File: config.mk
export PLATFORM = sky130hd
export DESIGN_NAME = sweep_seq
export DESIGN_NICKNAME = d
export VERILOG_FILES = /design/src/rtl/sweep_seq.sv
export SDC_FILE = /design/constraint.sdc
export NUM_CORES = 1
export LEC_CHECK = 0
export CORE_UTILIZATION = 57
export CTS_CLUSTER_SIZE = 16
export DETAILED_ROUTE_END_ITERATION = 8
export GPL_TIMING_DRIVEN = 0
export PLACE_DENSITY_LB_ADDON = 0.3
export SETUP_SLACK_MARGIN = 0.2
export SLEW_MARGIN = 20
export SYNTH_ARGS = -nofsm -noshare
export SYNTH_HDL_FRONTEND = slang
export SYNTH_SLANG_ARGS = --single-unit
File: constraint.sdc
create_clock -name clk -period 4.61 [get_ports clk]
set_clock_uncertainty 0.15 [all_clocks]
set_input_delay 0.461 -clock clk [delete_from_list [all_inputs] [get_ports clk]]
set_output_delay 0.461 -clock clk [all_outputs]
set_load 0.02 [all_outputs]
File: src/rtl/sweep_seq.sv
// Sweeps a 4-input AND stage through all 16 input vectors, holding each for HOLD
// cycles, capturing the result of each vector and counting outputs that are not a true AND.
module sweep_seq #(
  parameter int unsigned HOLD = 19
) (
  input  logic        clk,
  input  logic        rst_n,
  input  logic        start,
  input  logic        dut_out,
  output logic        m,
  output logic        n,
  output logic        p,
  output logic        q,
  output logic        busy,
  output logic        done,
  output logic [3:0]  index,
  output logic [15:0] truth_tbl,
  output logic [4:0]  err_cnt
);

  localparam int unsigned CW = 8;
  localparam logic [CW-1:0] LAST = CW'(HOLD - 1);

  typedef enum logic [1:0] {IDLE, DRIVE, DONE} state_t;

  state_t         state, state_nxt;
  logic [CW-1:0]  hold_cnt, hold_nxt;
  logic [3:0]     index_nxt;
  logic [3:0]     pat, pat_nxt;
  logic           busy_nxt, done_nxt;
  logic [15:0]    tbl_nxt;
  logic [4:0]     err_nxt;

  assign {m, n, p, q} = pat;

  // State and registered outputs
  always_ff @(posedge clk) begin
    if (!rst_n) begin
      state     <= IDLE;
      hold_cnt  <= '0;
      index     <= '0;
      pat       <= '0;
      busy      <= 1'b0;
      done      <= 1'b0;
      truth_tbl <= '0;
      err_cnt   <= '0;
    end else begin
      state     <= state_nxt;
      hold_cnt  <= hold_nxt;
      index     <= index_nxt;
      pat       <= pat_nxt;
      busy      <= busy_nxt;
      done      <= done_nxt;
      truth_tbl <= tbl_nxt;
      err_cnt   <= err_nxt;
    end
  end

  // Next-state and next-output logic
  always_comb begin
    state_nxt = state;
    hold_nxt  = hold_cnt;
    index_nxt = index;
    pat_nxt   = pat;
    busy_nxt  = busy;
    done_nxt  = 1'b0;
    tbl_nxt   = truth_tbl;
    err_nxt   = err_cnt;
    case (state)
      IDLE: begin
        pat_nxt = 4'h0;
        if (start) begin
          state_nxt = DRIVE;
          hold_nxt  = '0;
          index_nxt = 4'h0;
          busy_nxt  = 1'b1;
          tbl_nxt   = '0;
          err_nxt   = '0;
        end
      end
      DRIVE: begin
        if (hold_cnt == LAST) begin
          // Sample on the last hold cycle so dut_out has settled
          tbl_nxt[index] = dut_out;
          if (dut_out != (index == 4'hF)) err_nxt = err_cnt + 5'd1;
          if (index != 4'hF) begin
            index_nxt = index + 4'd1;
            pat_nxt   = index + 4'd1;
            hold_nxt  = '0;
          end else begin
            state_nxt = DONE;
            busy_nxt  = 1'b0;
            done_nxt  = 1'b1;
          end
        end else begin
          hold_nxt = hold_cnt + CW'(1);
        end
      end
      DONE: begin
        state_nxt = IDLE;
        pat_nxt   = 4'h0;
      end
      default: begin
        state_nxt = IDLE;
        busy_nxt  = 1'b0;
        pat_nxt   = 4'h0;
      end
    endcase
  end

endmodule

# Word level (Yosys, flattened, before mapping)
# Cells that the tools add are included.
classes:
  bitwise_logic: 1
  add_sub_neg: 3
  n_mux: 27
  eq_ne: 12
  order_cmp: 2
  reduce_logical: 12
  div_mod_pow: 0
  multipliers: 0
  shift: 0
op_table:
  columns: ["cell", "count"]
  rows:
  - ["two-way mux 16 bit", 2]
  - ["case mux 16 bit (2 select lines)", 1]
  - ["two-way mux 8 bit", 3]
  - ["bitwise mux 16 bit", 1]
  - ["case mux 8 bit (2 select lines)", 1]
  - ["two-way mux 5 bit", 3]
  - ["two-way mux 4 bit", 3]
  - ["AND reduction 3 bit", 4]
  - ["AND reduction 4 bit", 3]
  - ["inequality test 2 bit, second input constant", 5]
  - ["case mux 5 bit (2 select lines)", 1]
  - ["adder 8 x 1 -> 8 bit, second input constant", 1]
  - ["equality test 8 x 5 -> 1 bit, second input constant", 1]
  - ["case mux 4 bit (2 select lines)", 1]
  - ["two-way mux 2 bit", 3]
  - ["adder 5 x 1 -> 5 bit, second input constant", 1]
  - ["less-than comparator 4 x 5 -> 1 bit, second input constant", 1]
  - ["two-way mux 1 bit", 5]
  - ["adder 4 x 1 -> 4 bit, second input constant", 1]
  - ["demux 1 bit (select 4 bit)", 1]
  - ["equality test 4 bit, second input constant", 1]
  - [">= comparator 4 x 1 -> 1 bit, second input constant", 1]
  - ["inequality test 4 bit, second input constant", 1]
  - ["case mux 2 bit (2 select lines)", 1]
  - ["other kinds (10)", 11]
totals:
  register_bits: 41
  inputBits: 4
  rom_bits: 0
  out_inout_bits: 31
  word_cells: 65
  mem_count: 0
  mem_bits_rw: 0
  latch_bits: 0

# Depth between registers and ports, before layout
# Gate-level depths: netlist of the first run.
depth:
  depth_word: 7
  mapped_depth: 8
  mapped_depth_nobuf: 8

# Least setup slack after synthesis of the first run
# OpenSTA, ideal clock, no wires.
synth_path:
  path_type: "register to register"
  from: "register index[0]"
  to: "register err_cnt[0]"
  slack_ns: 2.546
  setup_ns: 0.074
  path_stages_with_launch: 8
  arrival_ns: 1.840
  n_path_buf: 0
  path_cell_list: "dfxtp_1 ha_1 nand3_1 inv_1 ha_1 nand3_1 or4_1 o21ai_0"
synth_via:
  elab_chain_cells: 4
synth_lines:
  columns: ["element", "line", "text"]
  rows:
  - ["from (decl)", "16", "output logic [3:0] index,"]
  - ["from (signal assigned)", "50", "index <= index_nxt;"]
  - ["equality test 4 bit", "85", "if (dut_out != (index == 4'hF)) err_nxt = err_cnt + 5'd1;"]
  - ["inequality test 1 bit", "85", null]
  - ["inequality test 2 bit (no source line)", null, null]
  - ["AND reduction 4 bit (no source line)", null, null]
  - ["to (signal assigned)", "55", "err_cnt <= err_nxt;"]
  - ["to (decl)", "18", "output logic [4:0] err_cnt"]
# Every way passes these cells.
# A chain may end at the register's enable or synchronous reset.

# Final worst setup path of the first run
layout_path:
  from: "register index[1]"
  to: "register err_cnt[0]"
# Same word-level chain as after synthesis.

==> results of run 1 <==
## report_power, final
| group | switching (W) | internal, W |
|---|---|---|
| Sequential | 0.00000317 | 0.000357 |
| Clock | 0.000120 | 0.000129 |
| Combinational | 0.0000392 | 0.0000207 |
## cell type report
class	instances	area, um^2
sequential	41	821
inverter	8	30.0
tap	46	57.6
clock buffer	7	55.1
fill	262	842
multi-input combinational	172	1150
timing repair buffer	34	340
buffer	13	87.6
clock inverter	1	30.0
## worst min-delay path, delay by kind of cell, from the launching register on
| family | cells | cell delay, ps |
|---|---|---|
| DFF | 1 | 330 |
| AOI/OAI and AO/OA | 2 | 110 |
## per-stage QoR
stage	util, %	hold WS, ps	area (um^2)
after floorplan	-	334	2090
after global placement	72.9	295	2490
after detailed placement	72.9	317	2490
after CTS	75.3	334	2570
after global routing	75.3	349	2570
final	75.3	329	2570
## cells in the mapped netlist, types with 2 or more instances
| library cell | instances |
|---|---|
| dfxtp_1 | 41 |
| a21oi_1 | 19 |
| nand2_1 | 19 |
| nand3_1 | 15 |
| o21ai_0 | 13 |
| nor2_1 | 12 |
| o311ai_1 | 11 |
| ha_1 | 8 |
| a31oi_1 | 7 |
| inv_1 | 7 |
| nand4_1 | 7 |
| nor3_1 | 6 |
| o21ai_1 | 5 |
| buf_2 | 4 |
| buf_6 | 4 |
| clkbuf_1 | 4 |
| nor2b_1 | 4 |
| o311ai_0 | 4 |
| mux2i_1 | 2 |
| nand2b_1 | 2 |
| nor3_4 | 2 |
| o21bai_1 | 2 |
| o221a_2 | 2 |
| o32ai_1 | 2 |
| or4_1 | 2 |
| xnor2_1 | 2 |
## flip-flops by register name (all words and copies together) (netlist names)
name and count:
pat 4, index 4, state 2, done 1
truth_tbl 16, err_cnt 5, busy 1, hold_cnt 8
## worst paths after layout
path / startpoint / end / slack [ps] / depth (start not counted)
worst max register to register: index[1] / err_cnt[0] / 2250 / 7
worst min-delay path: truth_tbl[3] / truth_tbl[3] / 330 / 2
worst min register to register: truth_tbl[3] / truth_tbl[3] / 330 / 2
worst max-delay path: index[1] / err_cnt[0] / 2250 / 7
## cells by family (layout without fill, tap and decap cells)
family          Yosys count  in the layout  synth area share, %
compound gates           80             80                 27.1
xor+xnor                  3              3                 1.26
fa+ha+maj                 8              8                 4.79
buf+inv                  21             63                 5.63
flops                    41             41                 39.3
mux                       2              2                0.958
simple gates             79             79                 21.1
## per-layer routing
layer | share of wire (%) | vias up | global-route usage (%)
met5 | 0 | - | 0
met4 | 2.1 | 0 | 11.9
met3 | 5.7 | 11 | 7.85
met2 | 49 | 71 | 48.2
met1 | 43 | 930 | 32.8
li1 | - | 970 | -
==> metrics, run 1 <==
outcome=finished, final reports clean; Max stage delay on crit path=420 ps; syn nets=~250; vias in the first global route=about 1900; CP Cell Sequence=ha_1 > nand3_1 > inv_1 > ha_1 > nand3_1 > or4_1 > o21ai_0; Setup TNS Final=0 ps; Initial Util=roughly three fifths; initial antenna violation count=0; most common cell after layout, fill and taps aside=dfxtp_1; Leak=roughly 0.90 nW; Chip Height=62.6 um; Final Hold Fails=0; die area=just under 4000 um^2; critical path peak fanout=7; cell taking the most area after synthesis=dfxtp_1; Num CTS Buffers=5; post_cts resized=0; n_diodes=0; HPWL Detailed=around 3800 um; worst-skew pair later-pin latency=about 370 ps; Buffers on Ports=34; Synth warnings=0; TritonCTS clock tree=yes; crit path kind=reg2reg; actual slew at the worst max-slew pin=576 ps; Max Buffers Root-to-Sink=2; IO Count=35; CP top delay family=simple AND/OR/NAND/NOR gates; clock-pin transition on the worst setup and hold timing paths=around 120 ps; fmax=about 0.42 GHz; drt pass-1 iters=5; Via density=between 6 and 7; layout cells sized above 1=10.1%; critical path's slowest cell=dfxtp_1; Area contributors post-synth=dfxtp_1 (39%), ha_1 (4.8%), o311ai_1 (4.6%); Req. time, crit path=4760 ps; Initial DRC Count=132; Avg Inst Size Synth=8.93 um^2; Rel. slew slack=61.5%; setup violators final=0; cell area after synthesis=between 2000 and 2500 um^2; total of max-cap violations=0; Core Area=roughly 3400 um^2; Async SR Flop Fraction=0%; Routability Congestion=about 0.95; post-route clock period utilization=around half; Die W=~63 um; fin. max-slew vios=0; WL/cell=about 16 um; maximum VDD drop=roughly 0.26 mV; commonest cells after routing, fill and taps aside=dfxtp_1 (41), clkdlybuf4s50_1 (34), nand2_1 (19), a21oi_1 (19), nand3_1 (15); hold_buf cts=0; number of flops mapped to enable cells by yosys=0; number of placed cells counting well taps=around 310; number of routed nets with antenna violations=0; post-place setup slack=between 2000 and 2500 ps; worst hold path class=reg2reg; first-pass GRT wire length=between 8000 and 9000 um; Unique masters post-synth=54; CP Data Arrival Time=2510 ps; Design Power=0.000669 W; fin crit period=2360 ps; Startpoint Class=flip-flop; PwrDens=260 nW/um^2; Clock Tree Root=clkbuf_4; critical path capture point type=flip-flop; synthesis-stage register bit count=roughly 40; via count=between 1500 and 2000; H-Tree Depth=2; area delta synth->final=23.1%; Post-CTS Setup Repair Bufs=0; post-synthesis sequential area ratio=between 30% and 40%; Site Rows=21; Yosys top cell area share=39.3%; clock tree sinks=41; overall routing resource usage=28.2%; NumNets Final=~290; total global routing overflow=0; fin worst setup slack=~2300 ps; drc violations=0; RSZ-0062 raised after global routing=false; largest net degree at the start of global routing=13; Finished Layout Cells=roughly 320; Synth Instances=234; worst path buffer plus inverter count=1; Top FF cell, synth=dfxtp_1; aggregate routed wire length=5280 um
Note: power is estimated with default switching activity, not from simulation.
==> inputs of run 2 (changes only) <==
--- a/config.mk
+++ b/config.mk
@@ -5,7 +5,7 @@
 export SDC_FILE = /design/constraint.sdc
 export NUM_CORES = 1
 export LEC_CHECK = 0
-export CORE_UTILIZATION = 57
+export CORE_UTILIZATION = 47
 export CTS_CLUSTER_SIZE = 16
 export DETAILED_ROUTE_END_ITERATION = 8
 export GPL_TIMING_DRIVEN = 0
==> constraint.sdc (replaced) <==
create_clock -name clk -period 2.04 [get_ports clk]
set_clock_uncertainty 0.15 [all_clocks]
set_input_delay 0.204 -clock clk [delete_from_list [all_inputs] [get_ports clk]]
set_output_delay 0.204 -clock clk [all_outputs]
set_load 0.02 [all_outputs]
==> run 2 against run 1 <==
Sequential share of layout area shrank 3.7 points. Combinational power grew to 3.2 times the previous value. Clock power grew 120%. Wire length is 15% higher. First-iteration DRC count rose by 33%. Critical path depth is 2 higher. Core utilization decreased by 3.8 points. Via count is 7.8% higher. Hold slack lost 13 ps. Cell area increased by 15%. Clock-buffer cell count did not move.
==> metrics, run 2 (same netlist as run 1, synthesis figures left out) <==
CP Data Arrival Time=1940 ps (-570 ps); Leak=0.968 nW (+7.9%); fmax=0.538 GHz (+27%); Num CTS Buffers=5 (unchanged); Final Hold Fails=0 (unchanged); top flop regs=truth_tbl x16, hold_cnt x8, err_cnt x5; M2 GR Usage=39.8% (-8.4 points); fin. max-slew vios=0 (unchanged); worst hold path class=reg2reg; maximum VDD drop=0.436 mV (+67%); HPWL Detailed=3870 um (+1.1%); Initial DRC Count=175 (+33%); clock-pin transition on the worst setup and hold timing paths=80 ps (-40 ps); clock tree sinks=41 (unchanged); Core Area=4140 um^2 (+21%); overall routing resource usage=26.2% (-2.0 points); Hold Startpoint=pat[3]; drt pass-1 iters=4 (-1); post-route clock period utilization=91.0% (+40 points); Largest Register=truth_tbl; NumNets Final=299 (+4.2%); Startpoint Class=flip-flop; fillers=316 (+21%); TritonCTS clock tree=yes; PwrDens=522 nW/um^2 (+100%); fin area=2960 um^2 (+15%); Die W=68.7 um (+9.8%); first-pass GRT wire length=9070 um (+5.8%); met3 Use GR=8.22% (+0.38 points); Initial Util=50.5% (-11 points); die area=4720 um^2 (+21%); number of routed nets with antenna violations=0 (unchanged); Req. time, crit path=2120 ps (-2640 ps); actual slew at the worst max-slew pin=909 ps (+333 ps); n_diodes=0 (unchanged); worst-skew pair later-pin latency=300 ps (-70 ps); fin crit period=1860 ps (-502 ps); total of max-cap violations=0 (unchanged); reg2reg start=hold_cnt[0]; busiest grt layer=met2; commonest cells after routing, fill and taps aside=dfxtp_1 (35), clkdlybuf4s50_1 (34), nand2_1 (19), a21oi_1 (16), o21ai_1 (15); Post-DP Area=2520 um^2 (+1.2%); H-Tree Depth=2 (unchanged); drc violations=0 (unchanged); Via density=6.34 (+3.0%); outcome=finished, final reports clean; layout cells sized above 1=26.1% (+16 points); crit path kind=reg2reg; RSZ-0062 raised after global routing=true; Max Buffers Root-to-Sink=2 (unchanged); most common cell after layout, fill and taps aside=dfxtp_1; post-place setup slack=-54.8 ps (-2340 ps); Site Rows=23 (+9.5%); CP Launch Point=hold_cnt[0]; IO Count=35 (unchanged); Largest register FFs=16 (unchanged); setup violators final=0 (unchanged); Rel. slew slack=39.4% (-22 points); Clock Tree Root=clkbuf_8; vias in the first global route=1893 (+1.2%); GRT met1 Usage=34.5% (+1.7 points); area delta synth->final=41.8%; critical path peak fanout=7 (unchanged); Routability Congestion=0.931 (-2.1%); largest net degree at the start of global routing=12 (-1); total global routing overflow=0 (unchanged); fin worst setup slack=183 ps (-2070 ps); aggregate routed wire length=6040 um (+15%); initial antenna violation count=0 (unchanged); Chip Height=68.7 um (+9.8%); critical path capture point type=flip-flop; Buffers on Ports=34 (unchanged); via count=2136 (+7.8%); WL/cell=17.9 um (+9.4%)
## run 2: changes by cell type in the layout (fill, tap and decap cells not counted), moves of 4 or more
| cell | delta |
|---|---|
| o21ai_1 | +10 |
| o311ai_2 | +4 |
| o311ai_1 | -6 |
| buf_4 | +9 |
| o311ai_4 | +6 |
| o21ai_0 | -10 |
| dfxtp_1 | -6 |
| o311ai_0 | -4 |
| clkbuf_8 | +5 |
## run 2: worst paths after layout
kind	endpoint	slack, ps	depth (start not counted)
worst max-delay path	hold_cnt[0]	180	9
worst min-delay path	pat[3]	320	2
worst max register to register	hold_cnt[0]	180	9
worst min register to register	pat[3]	320	2
## run 2: worst max-delay path: stages (launching register included)
cell,delay [ps]
dfxtp_4,360
inv_4,40
ha_4,150
and4bb_1,190
buf_6,140
a21oi_4,290
buf_6,190
o31ai_4,70
buf_6,150
a21oi_2,90
## run 2: final cells by class
class | instances | area (um^2) | area share [%]
buffer | 13 | 98.8 | 3.33
clock buffer | 7 | 86.3 | 2.91
inverter | 8 | 32.5 | 1.10
multi-input combinational | 172 | 1390 | 47.0
sequential | 41 | 836 | 28.2
tap | 50 | 62.6 | 2.11
timing repair buffer | 46 | 455 | 15.4
## run 2: per-stage QoR
stage	utilization [%]	TNS [ps]	total power [W]	instances	hold slack, ps
floorplan	-	0	0.000925	234	188
global placement	60.7	0	0.000966	318	294
detailed placement	60.7	-363	0.000968	318	305
CTS	64.5	0	0.00151	328	315
global route	71.5	0	0.00160	337	342
finish	71.5	0	0.00155	337	316
## run 2: repair_timing
action / in CTS / in global routing
endpoints found under the setup margin: 28 / 32
pin swaps: 2 / 8
resized for setup: 14 / 53
buffers inserted: 2 / 8
hold buffers: 0 / 0
cloned: 1 / 1
## run 2: report_power, final
part	internal (W)	total [W]	leakage (nW)	switching (W)
sequential	0.000803	0.000810	0.335	0.00000761
clock	0.000269	0.000544	0.0443	0.000276
combinational	0.0000675	0.000193	0.589	0.000126
total	0.00114	0.00155	0.968	0.000409
## run 2: per-layer routing
layer | up-vias | wire (um)
met5 | - | 0
met3 | 15 | 399
met4 | 0 | 83
met1 | 1030 | 2730
li1 | 1010 | -
met2 | 81 | 2830
